==> src/rtl/pht_update_if.sv <==
// -----------------------------------------------------------------------------
// pht_update_if
//   Bundle of the update-scheduler signals: the flush request, the two
//   commit-slot update handshakes, the PHT write port and the init-busy flag.
//   master : commit / predictor side (drives updates and clear, sees writes)
//   slave  : pht_update_scheduler
// -----------------------------------------------------------------------------
interface pht_update_if #(
   parameter int ADDR_WIDTH = 8
);
   logic                  clear_i;

   logic                  upd0_valid_i;
   logic                  upd0_ready_o;
   logic [ADDR_WIDTH-1:0] upd0_index_i;
   logic                  upd0_taken_i;
   logic [1:0]            upd0_phr_i;

   logic                  upd1_valid_i;
   logic                  upd1_ready_o;
   logic [ADDR_WIDTH-1:0] upd1_index_i;
   logic                  upd1_taken_i;
   logic [1:0]            upd1_phr_i;

   logic                  pht_we_o;
   logic [ADDR_WIDTH-1:0] pht_windex_o;
   logic                  pht_taken_o;
   logic [1:0]            pht_phr_o;
   logic                  init_busy_o;

   modport master (
      output clear_i,
      output upd0_valid_i, upd0_index_i, upd0_taken_i, upd0_phr_i,
      output upd1_valid_i, upd1_index_i, upd1_taken_i, upd1_phr_i,
      input  upd0_ready_o, upd1_ready_o,
      input  pht_we_o, pht_windex_o, pht_taken_o, pht_phr_o, init_busy_o
   );

   modport slave (
      input  clear_i,
      input  upd0_valid_i, upd0_index_i, upd0_taken_i, upd0_phr_i,
      input  upd1_valid_i, upd1_index_i, upd1_taken_i, upd1_phr_i,
      output upd0_ready_o, upd1_ready_o,
      output pht_we_o, pht_windex_o, pht_taken_o, pht_phr_o, init_busy_o
   );
endinterface

==> src/rtl/pht_update_scheduler.sv <==
// -----------------------------------------------------------------------------
// pht_update_scheduler
//   Owns the single write port of the PHT 2-bit counter RAM. After reset or a
//   clear it sweeps every entry to weakly-not-taken (PHT computes 01 from
//   old=00, taken=1). In run mode it buffers branch-resolution updates from
//   two commit slots in a small FIFO and retires one write per cycle, patching
//   the old-counter value when the head hits the index written last cycle(s).
//
// Ports
//   clk   : clock, all state on rising edge
//   rst   : asynchronous reset, active-high
//   bus   : pht_update_if.slave
//           clear_i                 flush FIFO, restart sweep (highest priority)
//           updN_valid/ready/index/taken/phr   commit slot N (slot0 is older)
//           pht_we/windex/taken/phr PHT write port
//           init_busy_o             sweep in progress
// -----------------------------------------------------------------------------
module pht_update_scheduler #(
   parameter int ADDR_WIDTH = 8,
   parameter int FIFO_DEPTH = 4
) (
   input  logic       clk,
   input  logic       rst,
   pht_update_if.slave bus
);

   localparam int PW = $clog2(FIFO_DEPTH);
   localparam int CW = PW + 1;
   localparam logic [CW-1:0]         SLOT0_MAX  = CW'(FIFO_DEPTH - 1);
   localparam logic [CW-1:0]         SLOT1_MAX  = CW'(FIFO_DEPTH - 2);
   localparam logic [ADDR_WIDTH-1:0] SWEEP_LAST = '1;

   typedef enum logic {S_INIT, S_RUN} state_t;

   typedef struct packed {
      logic [ADDR_WIDTH-1:0] index;
      logic                  taken;
      logic [1:0]            phr;
   } entry_t;

   // Same saturating step the PHT applies to the counter it is given.
   function automatic logic [1:0] sat_next(input logic [1:0] ctr, input logic taken);
      if (taken)
         return (ctr == 2'b11) ? 2'b11 : ctr + 2'b01;
      else
         return (ctr == 2'b00) ? 2'b00 : ctr - 2'b01;
   endfunction

   state_t                state_reg, state_next;
   logic [ADDR_WIDTH-1:0] sweep_idx_reg, sweep_idx_next;
   logic [PW-1:0]         head_reg, head_next;
   logic [PW-1:0]         tail_reg, tail_next;
   logic [CW-1:0]         count_reg, count_next;
   logic                  last_vld_reg, last_vld_next;
   logic [ADDR_WIDTH-1:0] last_idx_reg, last_idx_next;
   logic [1:0]            last_ctr_reg, last_ctr_next;

   entry_t                fifo_mem [FIFO_DEPTH];

   entry_t                head_entry, slot0_entry, slot1_entry;
   logic [PW-1:0]         slot1_ptr;
   logic                  enq0, enq1, deq;
   logic [1:0]            fwd_phr;

   logic                  ready0, ready1;
   logic                  we;
   logic [ADDR_WIDTH-1:0] windex;
   logic                  wtaken;
   logic [1:0]            wphr;
   logic                  busy;

   assign slot0_entry = '{index: bus.upd0_index_i, taken: bus.upd0_taken_i, phr: bus.upd0_phr_i};
   assign slot1_entry = '{index: bus.upd1_index_i, taken: bus.upd1_taken_i, phr: bus.upd1_phr_i};
   assign head_entry  = fifo_mem[head_reg];
   // slot1 lands behind slot0 when both fire, otherwise it takes the tail.
   assign slot1_ptr   = tail_reg + PW'(enq0);

   // -------------------------------------------------------------------------
   // Next-state and output logic
   // -------------------------------------------------------------------------
   always_comb begin
      state_next     = state_reg;
      sweep_idx_next = sweep_idx_reg;
      head_next      = head_reg;
      tail_next      = tail_reg;
      count_next     = count_reg;
      last_vld_next  = last_vld_reg;
      last_idx_next  = last_idx_reg;
      last_ctr_next  = last_ctr_reg;

      ready0  = 1'b0;
      ready1  = 1'b0;
      enq0    = 1'b0;
      enq1    = 1'b0;
      deq     = 1'b0;
      fwd_phr = head_entry.phr;
      we      = 1'b0;
      windex  = head_entry.index;
      wtaken  = head_entry.taken;
      wphr    = fwd_phr;
      busy    = 1'b1;

      case (state_reg)
         S_INIT: begin
            // Sweep outputs depend on registers only.
            we             = 1'b1;
            windex         = sweep_idx_reg;
            wtaken         = 1'b1;
            wphr           = 2'b00;
            busy           = 1'b1;
            sweep_idx_next = sweep_idx_reg + ADDR_WIDTH'(1);
            if (sweep_idx_reg == SWEEP_LAST)
               state_next = S_RUN;
         end

         S_RUN: begin
            busy = 1'b0;
            // A clear cycle neither accepts nor retires anything.
            if (!bus.clear_i) begin
               ready0 = (count_reg <= SLOT0_MAX);
               ready1 = (count_reg <= SLOT1_MAX);
               enq0   = ready0 & bus.upd0_valid_i;
               enq1   = ready1 & bus.upd1_valid_i;
               deq    = (count_reg != '0);

               // The phr captured at predict time is stale if this index was
               // just written; use the counter we know the PHT now holds.
               if (last_vld_reg && (head_entry.index == last_idx_reg))
                  fwd_phr = last_ctr_reg;

               we     = deq;
               windex = head_entry.index;
               wtaken = head_entry.taken;
               wphr   = fwd_phr;

               if (deq) begin
                  head_next     = head_reg + PW'(1);
                  last_vld_next = 1'b1;
                  last_idx_next = head_entry.index;
                  last_ctr_next = sat_next(fwd_phr, head_entry.taken);
               end

               tail_next  = tail_reg + PW'(enq0) + PW'(enq1);
               count_next = count_reg + CW'(enq0) + CW'(enq1) - CW'(deq);
            end
         end

         default: ;
      endcase

      if (bus.clear_i) begin
         state_next     = S_INIT;
         sweep_idx_next = '0;
         head_next      = '0;
         tail_next      = '0;
         count_next     = '0;
         last_vld_next  = 1'b0;
      end

      // Keep the PHT and requesters quiet for as long as reset is held.
      if (rst) begin
         we     = 1'b0;
         ready0 = 1'b0;
         ready1 = 1'b0;
         busy   = 1'b1;
      end
   end

   // -------------------------------------------------------------------------
   // State registers
   // -------------------------------------------------------------------------
   always_ff @(posedge clk or posedge rst) begin
      if (rst) begin
         state_reg     <= S_INIT;
         sweep_idx_reg <= '0;
         head_reg      <= '0;
         tail_reg      <= '0;
         count_reg     <= '0;
         last_vld_reg  <= 1'b0;
         last_idx_reg  <= '0;
         last_ctr_reg  <= 2'b00;
      end else begin
         state_reg     <= state_next;
         sweep_idx_reg <= sweep_idx_next;
         head_reg      <= head_next;
         tail_reg      <= tail_next;
         count_reg     <= count_next;
         last_vld_reg  <= last_vld_next;
         last_idx_reg  <= last_idx_next;
         last_ctr_reg  <= last_ctr_next;
      end
   end

   // FIFO storage: contents are only meaningful below count, so no reset.
   always_ff @(posedge clk) begin
      if (enq0)
         fifo_mem[tail_reg] <= slot0_entry;
      if (enq1)
         fifo_mem[slot1_ptr] <= slot1_entry;
   end

   assign bus.upd0_ready_o = ready0;
   assign bus.upd1_ready_o = ready1;
   assign bus.pht_we_o     = we;
   assign bus.pht_windex_o = windex;
   assign bus.pht_taken_o  = wtaken;
   assign bus.pht_phr_o    = wphr;
   assign bus.init_busy_o  = busy;

endmodule

==> src/flat_wrapper.sv <==
// flat-port wrapper written by rule: the top's interface ports become plain ports
module pht_update_scheduler_flat 
#(
   parameter int ADDR_WIDTH = 8,
   parameter int FIFO_DEPTH = 4
)
  (clk, rst, bus_clear_i, bus_upd0_valid_i, bus_upd0_index_i, bus_upd0_taken_i, bus_upd0_phr_i, bus_upd1_valid_i, bus_upd1_index_i, bus_upd1_taken_i, bus_upd1_phr_i, bus_upd0_ready_o, bus_upd1_ready_o, bus_pht_we_o, bus_pht_windex_o, bus_pht_taken_o, bus_pht_phr_o, bus_init_busy_o);
  pht_update_if #(.ADDR_WIDTH(ADDR_WIDTH)) bus_i ();
  input  logic clk;
  input  logic rst;
  input wire logic [$bits(bus_i.clear_i)-1:0] bus_clear_i;
  input wire logic [$bits(bus_i.upd0_valid_i)-1:0] bus_upd0_valid_i;
  input wire logic [$bits(bus_i.upd0_index_i)-1:0] bus_upd0_index_i;
  input wire logic [$bits(bus_i.upd0_taken_i)-1:0] bus_upd0_taken_i;
  input wire logic [$bits(bus_i.upd0_phr_i)-1:0] bus_upd0_phr_i;
  input wire logic [$bits(bus_i.upd1_valid_i)-1:0] bus_upd1_valid_i;
  input wire logic [$bits(bus_i.upd1_index_i)-1:0] bus_upd1_index_i;
  input wire logic [$bits(bus_i.upd1_taken_i)-1:0] bus_upd1_taken_i;
  input wire logic [$bits(bus_i.upd1_phr_i)-1:0] bus_upd1_phr_i;
  output wire logic [$bits(bus_i.upd0_ready_o)-1:0] bus_upd0_ready_o;
  output wire logic [$bits(bus_i.upd1_ready_o)-1:0] bus_upd1_ready_o;
  output wire logic [$bits(bus_i.pht_we_o)-1:0] bus_pht_we_o;
  output wire logic [$bits(bus_i.pht_windex_o)-1:0] bus_pht_windex_o;
  output wire logic [$bits(bus_i.pht_taken_o)-1:0] bus_pht_taken_o;
  output wire logic [$bits(bus_i.pht_phr_o)-1:0] bus_pht_phr_o;
  output wire logic [$bits(bus_i.init_busy_o)-1:0] bus_init_busy_o;
  assign bus_i.clear_i = bus_clear_i;
  assign bus_i.upd0_valid_i = bus_upd0_valid_i;
  assign bus_i.upd0_index_i = bus_upd0_index_i;
  assign bus_i.upd0_taken_i = bus_upd0_taken_i;
  assign bus_i.upd0_phr_i = bus_upd0_phr_i;
  assign bus_i.upd1_valid_i = bus_upd1_valid_i;
  assign bus_i.upd1_index_i = bus_upd1_index_i;
  assign bus_i.upd1_taken_i = bus_upd1_taken_i;
  assign bus_i.upd1_phr_i = bus_upd1_phr_i;
  assign bus_upd0_ready_o = bus_i.upd0_ready_o;
  assign bus_upd1_ready_o = bus_i.upd1_ready_o;
  assign bus_pht_we_o = bus_i.pht_we_o;
  assign bus_pht_windex_o = bus_i.pht_windex_o;
  assign bus_pht_taken_o = bus_i.pht_taken_o;
  assign bus_pht_phr_o = bus_i.pht_phr_o;
  assign bus_init_busy_o = bus_i.init_busy_o;
  pht_update_scheduler #(.ADDR_WIDTH(ADDR_WIDTH), .FIFO_DEPTH(FIFO_DEPTH)) u_core (.clk(clk), .rst(rst), .bus(bus_i));
endmodule
==> config.mk <==
export PLATFORM = sky130hd
export DESIGN_NAME = pht_update_scheduler_flat
export DESIGN_NICKNAME = d
export VERILOG_FILES = /design/src/rtl/pht_update_if.sv /design/src/rtl/pht_update_scheduler.sv /design/src/flat_wrapper.sv
export SDC_FILE = /design/constraint.sdc
export NUM_CORES = 1
export LEC_CHECK = 0
export CAP_MARGIN = 10
export CORE_ASPECT_RATIO = 0.7
export CORE_MARGIN = 3
export CORE_UTILIZATION = 45
export CTS_CLUSTER_SIZE = 40
export DETAILED_ROUTE_END_ITERATION = 6
export PLACE_DENSITY_LB_ADDON = 0.25
export RECOVER_POWER = 50
export SLEW_MARGIN = 20
export SYNTH_ARGS = -nofsm -noshare
export SYNTH_HDL_FRONTEND = slang
export SYNTH_SLANG_ARGS = --single-unit
==> constraint.sdc <==
create_clock -name clk -period 2.6 [get_ports clk]
set_input_delay 0.52 -clock clk [delete_from_list [all_inputs] [get_ports clk]]
set_output_delay 0.52 -clock clk [all_outputs]
set_load 0.02 [all_outputs]
==> key figures <==
Status
  – Status: finished, violations left
  – Violated checks: max-capacitance violations, max-slew violations, negative setup slack

Worst setup path
  – Cell Chain, Critical Path: buf_12 > mux4_2 > xnor2_2 > o2111ai_2 > nor3_2 > buf_4 > mux2i_1 > nor2b_2 > buf_2
  – Worst setup SP type: flop
  – CP max FO: 9
  – CP bufs+invs: 3
  – FF-to-FF End: u_core.fifo_mem[3][1]$_DFFE_PP_
  – Levels on crit path: 9
  – Cell family with most CP delay: multiplexers
  – Worst setup path category: reg -> out
  – Crit. Startpoint: u_core.head_reg[0]$_DFFE_PP0P_
  – CP max-delay cell: mux4_2
  – Worst Path Arrival: 2.48 ns
  – RR Startpoint: u_core.count_reg[2]$_DFFE_PP0P_
  – Cell depth of the worst flop-to-flop path: 10
  – Largest stage delay, worst path: 0.55 ns
  – Worst R2R Setup Slack: -0.05 ns
  – Crit end category: output port
  – Crit path to: bus_pht_phr_o[1]
  – Critical path required time: 2.08 ns

STA
  – Min Tclk post-route: 3.003 ns
  – Slack of the critical path: -0.4032 ns
  – Worst-margin pin slew: 1.568 ns
  – Final Skew: 0.004942 ns
  – Fin. Hold Viols: 0
  – Max_slew headroom: -4.502%
  – RSZ-0062 raised after global routing: true
  – Fin. max-slew vios: 28
  – Setup violators final: 37
  – Final worst-path cycle share: 115.5%
  – Final setup TNS: -1.718 ns
  – Max Freq: 333.0 MHz

Hold path
  – Hold Path Class: reg -> reg

Logic synthesis
  – Netlist Area Pre-Place: 3949 um2
  – Post-synth top flop: edfxtp_1
  – Sequential area share after synthesis: 50.57%
  – Mean area per synthesized cell: 12.74 um2
  – #FFs+latches synth: 71
  – Yosys warnings: 0
  – Unique masters post-synth: 46
  – Syn Nets: 344
  – Post-Synthesis Cells: 310
  – Async S/R FF share, synth: 38.03%
  – Post-synth EDFFs: 44

Cells and area
  – Inserted Diodes: 0
  – Most common cell after layout, fill and taps aside: mux2_2
  – Nets: 429
  – Area grow syn2layout: 32.73%
  – Commonest non-fill, non-tap cells in the layout: mux2_2 (50), edfxtp_1 (44), nand2_1 (36), buf_4 (34), dfrtp_1 (26)
  – Non-filler instance count after layout: 515
  – Max reg flops: 44
  – Share of layout cells above drive strength 1: 39.35%
  – Final Util: 64.11%

Die
  – Die footprint: 9953 um2
  – # rows: 27
  – Die height: 84.38 um
  – Number of top-level pins: 42
  – CORE AREA: 8175 um2
  – Chip Width: 118.0 um
  – Initial Util: 48.30%

Flow run
  – MaxCap Viol Count: 1

Placed design
  – Setup WS pre-CTS: -0.6177 ns
  – DP Cell Count: 487
  – Gp weighted congestion: 0.7887
  – Post-DP HPWL: 6.191 mm
  – Port-buffer cells: 41

Power and ir drop
  – Maximum vdd ir drop: 0.0002888 V
  – Pwr Density: 464.8 nW/um2
  – Leak Pwr: 0.002046 uW

Drt
  – Iter 0 DRT Violations: 138
  – Initial DRT Pass Iterations: 4
  – Routed WL per cell: 18.08 um
  – Vias: 2,699
  – Vias per inst: 5.241
  – Antenna Violating Nets Remaining: 0
  – Routed Wire Length: 9.311 mm
  – # DRC: 0

Global routing
  – Vias in the first global route: 2,876
  – GR Util All Layers: 19.26%
  – GRT overflow: 0
  – First-pass GRT wire length: 14.86 mm
  – Initial antenna violation count: 0
  – Largest net degree at the start of global routing: 28

Clock tree
  – TritonCTS clock tree: built
  – CTS max path bufs: 2
  – Worst skew pair latency: 0.33 ns
  – Post-CTS Hold Buffers: 0
  – Clk root buf: clkbuf_16
  – # H-tree levels: 3
  – Clk sinks: 71
  – Number of CTS-inserted buffers: 9
  – Worst-path clk slew: 0.05 ns
[cell usage after synthesis, drive strengths merged, types with 2 or more instances]
cell type | count | area share [%]
dfrtp | 27 | 17
buf | 5 | 1.1
a211oi | 3 | 0.57
o21bai | 2 | 0.38
a21oi | 2 | 0.25
o21ai | 5 | 0.63
ha | 4 | 1.3
xnor2 | 11 | 3.0
nand3b | 2 | 0.38
mux4 | 10 | 6.4
nand3 | 7 | 0.89
fa | 3 | 1.5
a31oi | 2 | 0.32
nor2 | 21 | 2.0
edfxtp | 44 | 33
or2 | 3 | 0.48
inv | 8 | 0.76
mux2i | 11 | 2.8
and3 | 3 | 0.48
nor2b | 5 | 0.79
mux2 | 51 | 15
nand2 | 37 | 3.5
clkbuf | 12 | 1.1
nor3 | 6 | 0.76
nand2b | 3 | 0.48
xor2 | 8 | 1.8
or3 | 2 | 0.32
[stage by stage]
step	power, uW	hold slack, ns	area, um2
after floorplan	1297	0.4669	3966
after global placement	1373	0.4876	4805
after detailed placement	1377	0.4945	4805
after CTS	2450	0.5189	5089
after global routing	2516	0.5455	5241
final	2436	0.5195	5241
[tightest hold or removal path: cells and delay by family, from the launching register on]
kind	cells	cell delay (ns)
DFF	1	0.37
and+or+nand+nor	2	0.12
[timing repair]
| item | 4_1_cts | 5_1_grt |
|---|---|---|
| pin swaps | 6 | 11 |
| setup endpoints to repair | 14 | 87 |
| gates cloned | 1 | 2 |
| hold endpoints to repair | 0 | 0 |
| setup buffers | 2 | 9 |
| gates resized for setup | 54 | 33 |
[how the worst min path moves through the flow]
stage,startpoint,endpoint,cells after the start
final,u_core.last_idx_reg[1]$_DFFE_PP0P_,u_core.last_idx_reg[1]$_DFFE_PP0P_,2
after global routing,u_core.last_idx_reg[1]$_DFFE_PP0P_,u_core.last_idx_reg[1]$_DFFE_PP0P_,2
after CTS,u_core.last_idx_reg[1]$_DFFE_PP0P_,u_core.last_idx_reg[1]$_DFFE_PP0P_,2
after detailed placement,u_core.last_idx_reg[2]$_DFFE_PP0P_,u_core.last_idx_reg[2]$_DFFE_PP0P_,2
after global placement,u_core.last_idx_reg[0]$_DFFE_PP0P_,u_core.last_idx_reg[0]$_DFFE_PP0P_,2
after floorplan,u_core.last_idx_reg[0]$_DFFE_PP0P_,u_core.last_idx_reg[0]$_DFFE_PP0P_,2
[kinds of logic after synthesis]
family | after synthesis | share of synthesized area, %
and+or+nand+nor | 93 | 10.81
muxes | 72 | 23.70
DFF | 71 | 50.57
buffers and inverters | 25 | 3.042
AOI/OAI and AO/OA | 22 | 4.056
xor gates and xnor gates | 19 | 4.785
adders and majority gates | 8 | 3.042
[layer usage]
layer	GRT usage [%]	up-vias	part of all wire, %
met5	0	-	0
met4	5.851	0	1.0
met1	27.15	1330	47
met3	4.983	8	5.4
li1	-	1291	-
met2	29.51	70	46
[final cells by class]
| type | count | area, um2 |
|---|---|---|
| well taps | 116 | 145.1 |
| clock buffers | 9 | 225.2 |
| inverters | 8 | 32.53 |
| flip-flops and latches | 71 | 1998 |
| clock inverters | 6 | 28.78 |
| fillers | 635 | 2934 |
| multi-input cells | 214 | 1967 |
| repair buffers | 91 | 844.6 |
[power by group]
group	total, uW	leakage [uW]	internal (uW)	switching (uW)
logic	146	0.00115	81.5	64.5
clock network	1080	0.000124	626	455
registers	1210	0.000768	1200	4.60
total	2440	0.00205	1910	524
No activity file was read; power rests on OpenSTA's default activity.
